## config.mk

```make
export PLATFORM = sky130hd
export DESIGN_NAME = icache_refill_responder
export DESIGN_NICKNAME = d
export VERILOG_FILES = /design/src/rtl/icache_refill_responder.sv
export SDC_FILE = /design/constraint.sdc
export NUM_CORES = 1
export LEC_CHECK = 0
export ABC_AREA = 1
export CORE_ASPECT_RATIO = 0.7
export CORE_MARGIN = 5
export CORE_UTILIZATION = 47
export DETAILED_ROUTE_END_ITERATION = 6
export PLACE_DENSITY = 0.84
export SETUP_SLACK_MARGIN = 0.02
export SLEW_MARGIN = 40
export SYNTH_ARGS = -nofsm -noshare
export SYNTH_HDL_FRONTEND = slang
export SYNTH_SLANG_ARGS = --single-unit
```

## constraint.sdc

```tcl
create_clock -name clk_i -period 3.57 [get_ports clk_i]
set_input_delay 0.714 -clock clk_i [delete_from_list [all_inputs] [get_ports clk_i]]
set_output_delay 0.714 -clock clk_i [all_outputs]
set_load 0.02 [all_outputs]
```

## src/rtl/icache_refill_responder.sv

```systemverilog
// ICache line refill engine: accepts a miss, fetches the line word by word from
// memory, assembles it and returns it with the victim way; supports flush/drain.

package config_pkg;
    typedef struct packed {
        int unsigned xlen;
        int unsigned plen;
        int unsigned icache_line_width;
        int unsigned icache_set_assoc;
    } user_cfg_t;

    typedef struct packed {
        int unsigned PLEN;
        int unsigned XLEN;
        int unsigned ICACHE_LINE_WIDTH;
        int unsigned ICACHE_OFFSET_WIDTH;
        int unsigned ICACHE_SET_ASSOC_WIDTH;
    } cfg_t;

    localparam user_cfg_t user_cfg_default = '{
        xlen:              32'd32,
        plen:              32'd32,
        icache_line_width: 32'd256,
        icache_set_assoc:  32'd4
    };
endpackage

package build_config_pkg;
    function automatic config_pkg::cfg_t build_config(input config_pkg::user_cfg_t user_cfg);
        config_pkg::cfg_t cfg;
        cfg.PLEN                = user_cfg.plen;
        cfg.XLEN                = user_cfg.xlen;
        cfg.ICACHE_LINE_WIDTH   = user_cfg.icache_line_width;
        cfg.ICACHE_OFFSET_WIDTH = 32'($clog2(user_cfg.icache_line_width / 32'd8));
        if (user_cfg.icache_set_assoc > 32'd1) begin
            cfg.ICACHE_SET_ASSOC_WIDTH = 32'($clog2(user_cfg.icache_set_assoc));
        end else begin
            cfg.ICACHE_SET_ASSOC_WIDTH = 32'd1;
        end
        return cfg;
    endfunction
endpackage

module icache_refill_responder_chk #(
    parameter int NBEATS = 8,
    parameter int CNT_W  = 4
) (
    input logic             clk_i,
    input logic             rst_ni,
    input logic             mem_rsp_valid_i,
    input logic [CNT_W-1:0] outstanding_i
);
    if ((NBEATS < 2) || ((NBEATS & (NBEATS - 1)) != 0)) begin : g_nbeats_bad
        $error("icache_refill_responder: NBEATS must be a power of two and at least 2");
    end

    // A memory beat with nothing outstanding is a protocol violation by the memory side.
    a_no_orphan_rsp: assert property (@(posedge clk_i) disable iff (!rst_ni)
        !(mem_rsp_valid_i && (outstanding_i == '0)));
endmodule

module icache_refill_responder #(
    parameter config_pkg::cfg_t Cfg = build_config_pkg::build_config(config_pkg::user_cfg_default),
    localparam int PLEN       = int'(Cfg.PLEN),
    localparam int XLEN       = int'(Cfg.XLEN),
    localparam int LINE_W     = int'(Cfg.ICACHE_LINE_WIDTH),
    localparam int OFFSET_W   = int'(Cfg.ICACHE_OFFSET_WIDTH),
    localparam int WAY_W      = int'(Cfg.ICACHE_SET_ASSOC_WIDTH),
    localparam int NBEATS     = LINE_W / XLEN,
    localparam int IDX_W      = $clog2(NBEATS),
    localparam int CNT_W      = IDX_W + 1,
    localparam int WORD_SHIFT = $clog2(XLEN / 8)
) (
    input  logic              clk_i,
    input  logic              rst_ni,
    input  logic              refill_req_valid_i,
    output logic              refill_req_ready_o,
    input  logic [PLEN-1:0]   refill_req_addr_i,
    input  logic [WAY_W-1:0]  refill_req_way_i,
    output logic              refill_rsp_valid_o,
    input  logic              refill_rsp_ready_i,
    output logic [LINE_W-1:0] refill_rsp_data_o,
    output logic [PLEN-1:0]   refill_rsp_addr_o,
    output logic [WAY_W-1:0]  refill_rsp_way_o,
    output logic              refill_rsp_err_o,
    output logic              mem_req_valid_o,
    input  logic              mem_req_ready_i,
    output logic [PLEN-1:0]   mem_req_addr_o,
    input  logic              mem_rsp_valid_i,
    input  logic [XLEN-1:0]   mem_rsp_data_i,
    input  logic              mem_rsp_err_i,
    input  logic              flush_i
);
    typedef enum logic [1:0] {
        IDLE  = 2'd0,
        BUSY  = 2'd1,
        RESP  = 2'd2,
        DRAIN = 2'd3
    } state_e;

    state_e              state_r;
    state_e              state_next_s;
    logic [CNT_W-1:0]    issue_cnt_r;
    logic [CNT_W-1:0]    rcv_cnt_r;
    logic [PLEN-1:0]     base_r;
    logic [WAY_W-1:0]    way_r;
    logic                err_r;
    logic [LINE_W-1:0]   line_r;

    logic [CNT_W-1:0]    outstanding_s;
    logic [CNT_W-1:0]    outstanding_after_s;
    logic [IDX_W-1:0]    rcv_idx_s;
    logic                req_fire_s;
    logic                issue_fire_s;
    logic                rsp_take_s;

    assign outstanding_s       = issue_cnt_r - rcv_cnt_r;
    assign rcv_idx_s           = rcv_cnt_r[IDX_W-1:0];
    // Beats only count while a refill is in flight, and never past what was issued.
    assign rsp_take_s          = mem_rsp_valid_i && (outstanding_s != '0)
                                 && ((state_r == BUSY) || (state_r == DRAIN));
    assign outstanding_after_s = outstanding_s - CNT_W'(rsp_take_s);

    assign refill_req_ready_o = (state_r == IDLE) && !flush_i;
    assign req_fire_s         = refill_req_valid_i && refill_req_ready_o;
    assign mem_req_valid_o    = (state_r == BUSY) && (issue_cnt_r < CNT_W'(NBEATS)) && !flush_i;
    assign issue_fire_s       = mem_req_valid_o && mem_req_ready_i;
    assign mem_req_addr_o     = base_r + (PLEN'(issue_cnt_r) << WORD_SHIFT);

    assign refill_rsp_valid_o = (state_r == RESP);
    assign refill_rsp_data_o  = line_r;
    assign refill_rsp_addr_o  = base_r;
    assign refill_rsp_way_o   = way_r;
    assign refill_rsp_err_o   = err_r;

    // State register.
    always_ff @(posedge clk_i or negedge rst_ni) begin
        if (!rst_ni) begin
            state_r <= IDLE;
        end else begin
            state_r <= state_next_s;
        end
    end

    // Next-state logic.
    always_comb begin
        state_next_s = state_r;
        case (state_r)
            IDLE: begin
                if (req_fire_s) begin
                    state_next_s = BUSY;
                end else begin
                    state_next_s = IDLE;
                end
            end
            BUSY: begin
                if (flush_i) begin
                    if (outstanding_after_s == '0) begin
                        state_next_s = IDLE;
                    end else begin
                        state_next_s = DRAIN;
                    end
                end else if (rsp_take_s && (rcv_cnt_r == CNT_W'(NBEATS - 1))) begin
                    state_next_s = RESP;
                end else begin
                    state_next_s = BUSY;
                end
            end
            RESP: begin
                if (flush_i || refill_rsp_ready_i) begin
                    state_next_s = IDLE;
                end else begin
                    state_next_s = RESP;
                end
            end
            DRAIN: begin
                if (outstanding_after_s == '0) begin
                    state_next_s = IDLE;
                end else begin
                    state_next_s = DRAIN;
                end
            end
            default: begin
                state_next_s = IDLE;
            end
        endcase
    end

    // Request latch, beat counters and line assembly.
    always_ff @(posedge clk_i or negedge rst_ni) begin
        if (!rst_ni) begin
            issue_cnt_r <= '0;
            rcv_cnt_r   <= '0;
            base_r      <= '0;
            way_r       <= '0;
            err_r       <= 1'b0;
            line_r      <= '0;
        end else if (req_fire_s) begin
            issue_cnt_r <= '0;
            rcv_cnt_r   <= '0;
            base_r      <= {refill_req_addr_i[PLEN-1:OFFSET_W], {OFFSET_W{1'b0}}};
            way_r       <= refill_req_way_i;
            err_r       <= 1'b0;
        end else begin
            if (issue_fire_s) begin
                issue_cnt_r <= issue_cnt_r + CNT_W'(1);
            end
            if (rsp_take_s) begin
                rcv_cnt_r <= rcv_cnt_r + CNT_W'(1);
            end
            if (rsp_take_s && (state_r == BUSY)) begin
                err_r <= err_r | mem_rsp_err_i;
                for (int b = 0; b < NBEATS; b++) begin
                    if (rcv_idx_s == IDX_W'(b)) begin
                        line_r[b*XLEN +: XLEN] <= mem_rsp_data_i;
                    end
                end
            end
        end
    end

    icache_refill_responder_chk #(
        .NBEATS (NBEATS),
        .CNT_W  (CNT_W)
    ) u_chk (
        .clk_i           (clk_i),
        .rst_ni          (rst_ni),
        .mem_rsp_valid_i (mem_rsp_valid_i),
        .outstanding_i   (outstanding_s)
    );
endmodule

```

# Word level (Yosys, flattened, before mapping)
# Cells that the tools add are included.
# W data, S select, Z words.
[word_totals]
elab_cells = 72
output_inout_bits = 326
register_bits = 296
[classes]
n_mux = 12
n_eq_ne = 11
add_sub_neg = 5
bitwise_logic = 2
magnitude_cmp = 1
n_reduce_logical = 27
[ops]
columns = ["cell", "count"]
rows = [
  ["$add A32 B6 Y32", 1],
  ["$reduce_and A3 Y1", 8],
  ["$mux W4", 4],
  ["$eq A3 B3 Y1 const B", 4],
  ["$logic_and A1 B1 Y1", 9],
  ["$add A4 B1 Y4 const B", 2],
  ["$mux W2", 4],
  ["$pmux W2 S4", 1],
  ["$eq A3 B2 Y1 const B", 2],
  ["$reduce_bool A2 Y1", 3],
  ["$eq A2 B2 Y1 const B", 2],
  ["$eq A4 B3 Y1 const B", 1],
  ["$logic_not A4 Y1", 1],
  ["$lt A4 B4 Y1 const B", 1],
  ["$reduce_bool A4 Y1", 1],
  ["$sub A4 B1 Y4", 1],
  ["$sub A4 B4 Y4", 1],
  ["$eq A3 B1 Y1 const B", 1],
  ["$logic_not A3 Y1", 1],
  ["$mux W1", 3],
  ["$eq A2 B1 Y1 const B", 1],
  ["$logic_not A2 Y1", 1],
  ["$logic_or A1 B1 Y1", 2],
  ["$logic_not A1 Y1", 1],
  ["other kinds (2)", 2],
]

# Logic depth before layout (Yosys ltp)
[logic_depth]
word_depth = 9
ltp_mapped = 22
mapped_depth_nobuf = 21

# Worst setup path after synthesis
# OpenSTA, ideal clock, no wires.
[synth_timing]
path_kind = "register to register"
startpoint = "reg issue_cnt_r[0]"
endpoint = "reg state_r[0]"
t_required_ns = 3.451
arrival_ns = 2.562
slack_ns = 0.889
n_path_buf = 1
setup_time_ns = 0.119
path_stages_with_launch = 22
cell_sequence = "dfrtp_1 inv_1 ha_1 inv_1 fa_1 inv_1 nand2_1 nor2_1 nand3_2 buf_4 nand2_1 inv_1 ha_1 inv_1 nor2_1 nand2_1 nor2_1 nand3_1 nand2_1 inv_1 nand2_1 nand2_1"
[synth_via]
elab_chain_len = 9
word_cells_on_any_way = 11
cone_classes = "add/sub: 2; mux: 4; reduce/logical: 5"
[synth_lines]
columns = ["element", "line", "text"]
rows = [
  ["start: declaration", "103", "logic [CNT_W-1:0] issue_cnt_r;"],
  ["start signal: assignment", "206", "issue_cnt_r <= issue_cnt_r + CNT_W'(1);"],
  ["$sub A4 B4 Y4 (*)", "117", "assign outstanding_s = issue_cnt_r - rcv_cnt_r;"],
  ["$reduce_bool A4 Y1", "120", "assign rsp_take_s = mem_rsp_valid_i && (outstanding_s != '0)"],
  ["$logic_and A1 B1 Y1", "120", ""],
  ["$logic_and A1 B1 Y1", "121", "&& ((state_r == BUSY) || (state_r == DRAIN));"],
  ["$sub A4 B1 Y4", "122", "assign outstanding_after_s = outstanding_s - CNT_W'(rsp_take_s);"],
  ["$logic_not A4 Y1", "158, 177", ""],
  ["$mux W2", "158, 177", ""],
  ["$mux W2", "157", "if (flush_i) begin"],
  ["$pmux W2 S4 (*)", "148", "case (state_r)"],
  ["named net state_next_s[0]", "102", "state_e state_next_s;"],
  ["end signal: assignment", "141", "state_r <= state_next_s;"],
  ["end: declaration", "101", "state_e state_r;"],
]
# The timed path passes the listed nets; every way through them passes the cells marked *.
# A chain may end at the register's enable or synchronous reset.

# Worst setup path after layout
[layout_timing]
startpoint = "reg issue_cnt_r[3]"
endpoint = "out mem_req_addr_o[24]"
[layout_via]
elab_chain_len = 1
[layout_lines]
columns = ["element", "line", "text"]
rows = [
  ["$add A32 B6 Y32", "128", "assign mem_req_addr_o = base_r + (PLEN'(issue_cnt_r) << WORD_SHIFT);"],
  ["end: declaration", "88", "output logic [PLEN-1:0] mem_req_addr_o,"],
]
# Every way passes these cells.

==> reports/summary.log <==
INFO  global_routing grt_pass1_vias=11850
INFO  cts            ctsLongestPathBuffers=3
INFO  global_routing grt.overflow.total=0
INFO  sta            finalHoldViolCount=0
INFO  cts            cts.reportedPaths.clkPinSlew=0.06ns
INFO  power_and_ir_drop vdd_drop_max=593.5uV
INFO  power_and_ir_drop power.clock.fraction=0.199
INFO  logic_synthesis synth_enable_flop_cells=0
INFO  logic_synthesis yosys_warnings=0
INFO  worst_setup_path setup.worst_path.start_class=flop
INFO  logic_synthesis synth_async_reset_ratio=1.000
INFO  logic_synthesis ys_seq_elements=296
INFO  floorplan      fp-row-count=50
INFO  power_and_ir_drop p_leak=9.252nW
INFO  floorplan      die_height=147.9um
INFO  route          detail_route.drc_violations=0
INFO  sta            rsz0062_at_grt=false
INFO  route          drt_iter0_drc=855
INFO  worst_setup_path ff2ff_setup_slack=0.55ns
INFO  sta            hold_slack=0.08967ns
INFO  floorplan      start_util=0.4768
INFO  cts            tritoncts=yes
INFO  logic_synthesis dominantRegCellSynth=dfrtp_1
INFO  worst_setup_path kind_of_critical_path=flop to primary output
INFO  logic_synthesis synth-seq-area-share=0.5802
INFO  global_routing global_route.usage.met3=0.09079
INFO  route          drt.antenna.violating_nets=0
INFO  min_path       hp-class=input port to async pin
INFO  logic_synthesis netlist_top_cells_count=nand2_1, dfrtp_1, inv_1
INFO  worst_setup_path rr_startpoint=rcv_cnt_r[2]
INFO  worst_setup_path timing.critical_path.arrival=2.68ns
INFO  logic_synthesis yosysTopAreaCellShare=0.5802
INFO  flow_run       cap_violations=0
INFO  worst_setup_path reg2reg_depth=12
INFO  global_routing grt_use_met2=0.4496
INFO  power_and_ir_drop power_switching=0.006727W
INFO  global_routing groute.layer.met1.usage=0.3775
INFO  cts            clock_root_buffer=clkbuf_16
INFO  floorplan      design.core.area=0.02678mm2
INFO  sta            tns=0ns
INFO  cts            htree_levels=1
INFO  cells_and_area layout.nets=1948
INFO  logic_synthesis syn-mean-instance-area=8.478um2
INFO  cells_and_area drive_above_1_share=0.05417
INFO  global_routing grt_antenna_before_repair=0
INFO  power_and_ir_drop seq_power_share=0.337
INFO  floorplan      floorplan.io_pins=400
INFO  placed_design  numPlacedInstances=2193
INFO  sta            timing.fmax=0.2946GHz
INFO  worst_setup_path endpoint_kind=primary output
INFO  sta            drv_slew=0
INFO  cts            numCtsBuffers=29
INFO  cts            insertion_delay=0.56ns
INFO  logic_synthesis post_synth_inst_count=1506
INFO  cells_and_area insertedDiodeCount=0
INFO  power_and_ir_drop switching_share=0.4005
INFO  floorplan      die_area=0.03061mm2
INFO  cts            clock-sinks=296
INFO  cts            postCtsSetupRepairBufs=0
INFO  sta            timing.final.ws_setup=0.1756ns
INFO  worst_setup_path worstPathMaxFanout=4
INFO  sta            period_minus_slack=3.394ns
INFO  placed_design  pre_cts_slack=0.4226ns
INFO  logic_synthesis dominant_cell_type_by_area_after_synthesis=dfrtp_1
INFO  sta            slew_headroom=0.6058
INFO  power_and_ir_drop power_total=0.01680W
INFO  global_routing total_grt_usage=0.2821
INFO  placed_design  portBuffers=387
INFO  global_routing wire_length_of_the_first_global_routing_pass=67620um
INFO  power_and_ir_drop total_power_per_unit_cell_area=941.5mW/mm2
INFO  worst_setup_path timing.critical_path.required=2.86ns
INFO  logic_synthesis yosys.cell_count.top_type=nand2_1
INFO  power_and_ir_drop p_comb_frac=0.464
INFO  placed_design  place.detailed.hpwl=31030um
INFO  sta            clock-skew-final=0.01751ns
INFO  logic_synthesis synth.top_cells.by_area=dfrtp_1, nand2_1, buf_6, buf_2, inv_1
INFO  placed_design  final_weighted_congestion_in_routability_driven_placement=0.8940
INFO  global_routing most_used_routing_layer=met2
INFO  route          drt-wirelength-per-cell=19.43um
INFO  cells_and_area fin_cells=2247
INFO  route          drt-total-wl=43650um
INFO  outcome        status=complete, no violations
INFO  power_and_ir_drop internal_power=0.01007W
INFO  floorplan      horizontal_die_dimension=207.0um
INFO  logic_synthesis number_of_unique_standard_cell_types_used_by_synthesis=26
INFO  route          routed-via-count=11510
INFO  route          post_drt_via_cell_ratio=5.123
INFO  global_routing grt_max_degree=78
INFO  sta            period_share=0.9508
INFO  sta            timing.final.setup_violations=0
INFO  logic_synthesis synth.cell_area=0.01277mm2
INFO  sta            actual_transition_at_the_worst_max_transition_pin=0.5895ns
INFO  worst_setup_path timing.rr.end=refill_rsp_data_o[178]
INFO  cells_and_area areaGrowthSynthToFinish=39.74%
INFO  route          firstDrtPassIters=6
## cell usage in the layout, fill, tap and decap left out, types with 9 or more instances in the layout
| cell | n |
|---|---|
| buf_12 | 9 |
| xor2_1 | 18 |
| nor3_1 | 11 |
| nand3_1 | 23 |
| nand2_1 | 903 |
| clkdlybuf4s50_1 | 378 |
| clkbuf_16 | 29 |
| ha_1 | 13 |
| o21ai_0 | 17 |
| nor2_1 | 23 |
| dfrtp_1 | 296 |
| buf_4 | 19 |
| inv_1 | 54 |
## power by group through the flow
stage / Combinational (W) / Sequential (W) / Clock (W)
CTS: 0.00784 / 0.00564 / 0.00339
floorplan: 0.00232 / 0.00710 / 0
detailed placement: 0.00780 / 0.00565 / 0
global placement: 0.00758 / 0.00563 / 0
finish: 0.00779 / 0.00566 / 0.00335
global route: 0.00833 / 0.00582 / 0.00355
## final cells by class
type,count,area (um2)
clock inverters,17,244.0
multi-input cells,1063,4506
inverters,54,202.7
repair buffers,416,4230
fillers,2041,8935
clock buffers,37,795.8
well taps,364,455.4
flip-flops and latches,296,7407
## stage by stage
stage                 util  instance area (um2)
global route        0.6663                17840
finish              0.6663                17840
global placement    0.6260                16760
CTS                 0.6658                17830
detailed placement  0.6270                16790
floorplan                -                12790
## flip-flops by register name, indices dropped and copies added, names as in the netlist
signal             cells
refill_rsp_addr_o     27
refill_rsp_way_o       2
refill_rsp_data_o    256
rcv_cnt_r              4
refill_rsp_err_o       1
state_r                2
issue_cnt_r            4
## logic make-up after synthesis
family	after synthesis	share of synthesized area
compound gates	25	0.009898
xor+xnor	25	0.01715
fa+ha+maj	14	0.01431
buf+inv	153	0.06958
flops	296	0.5802
other cells	1	0.0002937
simple gates	992	0.3086
## critical path: stages, from the launching register on
cell and delay (ns):
dfrtp_1 0.41, ha_1 0.23, nand3_1 0.22, nor4_2 0.37, xor2_1 0.26, clkdlybuf4s50_1 0.65
## layer usage
layer	vias up	wire length (um)
li1	5250	-
met1	5566	17540
met2	624	20030
met3	72	4952
met4	0	1125
met5	-	0
## worst max path at each step
| stage | start | end | slack, ns | cells after the start |
|---|---|---|---|---|
| final | issue_cnt_r[3] | mem_req_addr_o[24] | 0.18 | 5 |
| after global routing | issue_cnt_r[3] | mem_req_addr_o[25] | 0.04 | 10 |
| after CTS | issue_cnt_r[3] | mem_req_addr_o[18] | 0.02 | 7 |
| after detailed placement | issue_cnt_r[3] | mem_req_addr_o[25] | 0.42 | 10 |
| after global placement | issue_cnt_r[3] | mem_req_addr_o[25] | 0.47 | 10 |
| after floorplan | issue_cnt_r[0] | state_r[0] | 0.89 | 21 |
## timing repair
item,CTS,global route
resized for setup,4,11
setup endpoints to repair,5,8
gates cloned,0,0
hold buffers,0,0
Power figures use the tool's default switching activity.
